`config.mk`:
```
export PLATFORM = sky130hd
export DESIGN_NAME = mux_2to1_8b
export DESIGN_NICKNAME = d
export VERILOG_FILES = /design/src/rtl/mux_2to1_8b_pkg.sv /design/src/rtl/mux_2to1_bit.sv /design/src/rtl/mux_2to1_8b.sv
export SDC_FILE = /design/constraint.sdc
export NUM_CORES = 1
export LEC_CHECK = 0
export BUFFER_PORTS_ARGS = -buffer_cell sky130_fd_sc_hd__buf_2
export CORE_AREA = 2 2 45 47
export CTS_BUF_LIST = sky130_fd_sc_hd__clkbuf_4 sky130_fd_sc_hd__clkbuf_8
export CTS_CLUSTER_DIAMETER = 200
export DETAILED_ROUTE_END_ITERATION = 12
export DIE_AREA = 0 0 47 49
export SLEW_MARGIN = 0
export SYNTH_ARGS = -nofsm -noshare
export SYNTH_HDL_FRONTEND = slang
export SYNTH_SLANG_ARGS = --single-unit
```
`constraint.sdc`:
```
create_clock -name clk -period 1.17 [get_ports clk]
set_clock_uncertainty 0.2 [all_clocks]
set_input_delay 0.2925 -clock clk [delete_from_list [all_inputs] [get_ports clk]]
set_output_delay 0.2925 -clock clk [all_outputs]
set_load 0.05 [all_outputs]
```
`src/rtl/mux_2to1_8b_pkg.sv`:
```
// Shared CPU datapath constants.
// Supplies the byte width used by the operand-select muxes.
package mux_2to1_8b_pkg;

    localparam int DATA_WIDTH = 8;

endpackage

```
`src/rtl/mux_2to1_bit.sv`:
```
// One-bit 2:1 select cell.
// The ternary keeps agreeing bits defined when select is unknown.
module mux_2to1_bit (
    input  logic data_a,
    input  logic data_b,
    input  logic select,
    output logic result
);

    assign result = select ? data_b : data_a;

endmodule

```
`src/rtl/mux_2to1_8b.sv`:
```
// Byte-wide 2:1 operand mux for the CPU datapath.
// Provides a combinational result and a reset-defined registered copy.
module mux_2to1_8b
    import mux_2to1_8b_pkg::*;
#(
    parameter int WIDTH = DATA_WIDTH
) (
    input  logic [WIDTH-1:0] input_a,
    input  logic [WIDTH-1:0] input_b,
    input  logic             input_select,
    output logic [WIDTH-1:0] output_result,
    output logic [WIDTH-1:0] output_result_q,
    input  logic             clk,
    input  logic             rst
);

    for (genvar i = 0; i < WIDTH; i++) begin : g_bit
        mux_2to1_bit u_bit (
            .data_a (input_a[i]),
            .data_b (input_b[i]),
            .select (input_select),
            .result (output_result[i])
        );
    end

    always_ff @(posedge clk) begin
        if (rst) begin
            output_result_q <= '0;
        end else begin
            output_result_q <= output_result;
        end
    end

endmodule

```
Yosys cells after proc, flatten, opt, wreduce, memory -nomap -nowiden --
Index checks and enable logic that the tools add are counted.
Storage, ports and cells: bits in registers 8, input bits 19, output and inout bits 16, word-level logic and storage cells 9
Cells by class: multiplexer cells 8
Operators with widths (count):
- $mux W1 | 8

Logic depth before layout (Yosys ltp) --
depth in word-level cells 1, gate-level depth with buffers 3, gate-level depth less buffers 2

Cells and area by module --
From an unflattened synthesis, not the netlist that was laid out.
Unflattened totals: cell total of the unflattened synthesis 24, area total of the unflattened synthesis 330.3 µm²
Modules (own cells, without submodules):
- mux_2to1_8b | times used 1, cells an instance 16, area each 210.2 µm²
- mux_2to1_bit | times used 8, cells an instance 1, area each 15.0 µm²

Least setup slack after synthesis --
No wires, ideal clock.
path type input to output, start input port input_select, end output port output_result[0], arrival time 0.904 ns, required time 0.677 ns, slack -0.227 ns, stages 3, buffers on the path 2, cells stage by stage buf_6 mux2_4 buf_4
Between the ends: longest elaborated chain between the ends 1
Ends and longest elaborated chain:
- from (decl) | RTL line mux_2to1_8b.sv:10 | input logic input_select,
- $mux W1 | RTL line mux_2to1_bit.sv:10 | assign result = select ? data_b : data_a;
- to (decl) | RTL line mux_2to1_8b.sv:11 | output logic [WIDTH-1:0] output_result,
Every way passes these cells.

Worst setup path in the final report --
start input port input_select, end output port output_result[3]
Same word-level chain as after synthesis.

==> reports/qor.csv <==
metric;value;unit
area of the mapped netlist;402;um2
largest net degree at the start of global routing;9;
antenna cells;0;
worst setup path class;input pin to output pin;
area share of the largest cell type after synthesis;39.9;%
max_slew headroom;91.4;%
area leader, netlist;dfxtp_1;
grt ovf;0;
chip width;47;um
failing checks;setup timing;
number of distinct library cells after synthesis;5;
die area;2300;um2
largest vdd supply drop;318;uV
Crit. End Element;output pin;
# clock sinks;8;
synthesis-to-layout area growth;78.2;%
Rows;16;
Largest regs;output_result_q x8;
Setup WS post-layout;-202;ps
Slew Limit Fails;0;
sequential share of the synthesized area;39.9;%
cts hold-fix bufs;0;
via count;317;
non-filler instance count after layout;88;
Worst Path Required;680;ps
# DRC;0;
Routed WL;815;um
top post-synthesis cells by area;dfxtp_1, mux2_4, buf_4, nor2b_1, buf_6;
Leak;0.000350;uW
clock-pin slew on the worst setup and hold paths;50;ps
GRT Total Usage;8.35;%
vias in the first global route;309;
CP peak stage delay;310;ps
PwrDens;1200;nW/um2
starting density of the core;21.8;%
Critical Path Start Type;input pin;
Max Cap Violations;0;
flops & latches, synth;8;
Peak Freq;729;MHz
CP max FO;8;
RSZ-0062 raised after global routing;yes;
max FFs per register;8;
Mean Syn Cell Area;12.2;um2
synthesis warning total;0;
worst hold path class;input pin to register;
Worst EP arrival;880;ps
Buf+Inv Stages, Crit Path;2;
final setup vio count;16;
layout cells sized above 1;86.9;%
outcome;complete, but fails checks;
number of antenna violations at the first check in global routing;0;
PortBufs;34;
H-tree depth;1;
Final ANT Viol Nets;0;
Routed wire per std cell;9.26;um
routed vias/inst;3.60;
Ports;35;
final instance area;716;um2
Post-DP Area;534;um2
Synth Net Count;52;
worst-margin pin slew;129;ps
most flop-heavy register;output_result_q;
Final Core Density;38.9;%
core area;1840;um2
Hold Fails Final Rpt;0;
CTS tree;yes;
die height;49;um
crit share post-route;117;%
Placer Congestion;0.546;
CP max stage cell;mux2_4;
placed instance count;85;
DR iter-0 viols;2;
CTS Buffer Depth;2;
CTS Root Cell;clkbuf_4;
crit path cell chain;buf_12 > mux2_4 > buf_8;
first-pass GRT wire length;1210;um
Top delay family on crit path;multiplexers;
drt pass-1 iters;4;
# Post-CTS Setup Buffers;0;
min cycle time layout;1370;ps
Final #Nets;82;
clock buffer count from CTS;3;
Gate Count Post-Synth;33;
[area by class of cell]
cell class,instances,area (um2)
Timing Repair Buffer,34,319
Multi-Input combinational cell,16,170
Clock buffer,3,22.5
Tap cell,27,33.8
Sequential cell,8,170
Fill cell,193,1130
[stage by stage]
| step | power (uW) | setup WS [ps] | TNS [ps] | hold WS (ps) |
|---|---|---|---|---|
| 5_1_grt | 904 | -218 | -2210 | 84.1 |
| 4_1_cts | 868 | -208 | -2000 | 82.5 |
| 2_1_floorplan | 561 | -186 | -1460 | 164 |
| 6_report | 862 | -202 | -1880 | 90.8 |
| 3_5_place_dp | 581 | -405 | -4300 | 359 |
| 3_3_place_gp | 576 | -394 | -4130 | 357 |
[report_power, final]
group | leakage [uW] | switching (uW) | internal [uW] | total (uW)
clock | 0.0000138 | 87.3 | 117 | 204
combinational | 0.000268 | 192 | 159 | 351
sequential | 0.0000688 | 11.5 | 296 | 307
total | 0.000350 | 291 | 571 | 862
[cell usage after synthesis]
cell / instances
buf_4: 8
dfxtp_1: 8
mux2_4: 8
nor2b_1: 8
buf_6: 1
[layout by cell type (no fill, tap or decap)]
master,instances
dfxtp_2,8
buf_2,17
mux2_4,8
nor2b_1,8
buf_12,1
buf_8,9
buf_6,7
clkbuf_4,3
[kinds of logic after synthesis]
kind of cell,after synthesis,synth area share [%]
buffers and inverters,9,17.8
multiplexers,8,29.9
flip-flops,8,39.9
AND/OR/NAND/NOR,8,12.5
[final timing paths]
check | startpoint | to | slack (ps) | cells after the start
max | input_select | output_result[3] | -200 | 3
min | rst | output_result_q[4]$_SDFF_PP0_ | 90 | 2
[layer usage]
layer / wire, um / track usage, %
met1: 252 / 6.79
met4: 50 / 11.1
met2: 448 / 13.0
met5: 0 / 0
met3: 63 / 2.22
[timing repair]
action	4_1_cts	5_1_grt
endpoints found under the setup margin	16	16
resized for setup	49	4
gates cloned	0	0
(Power assumes the default switching activity.)
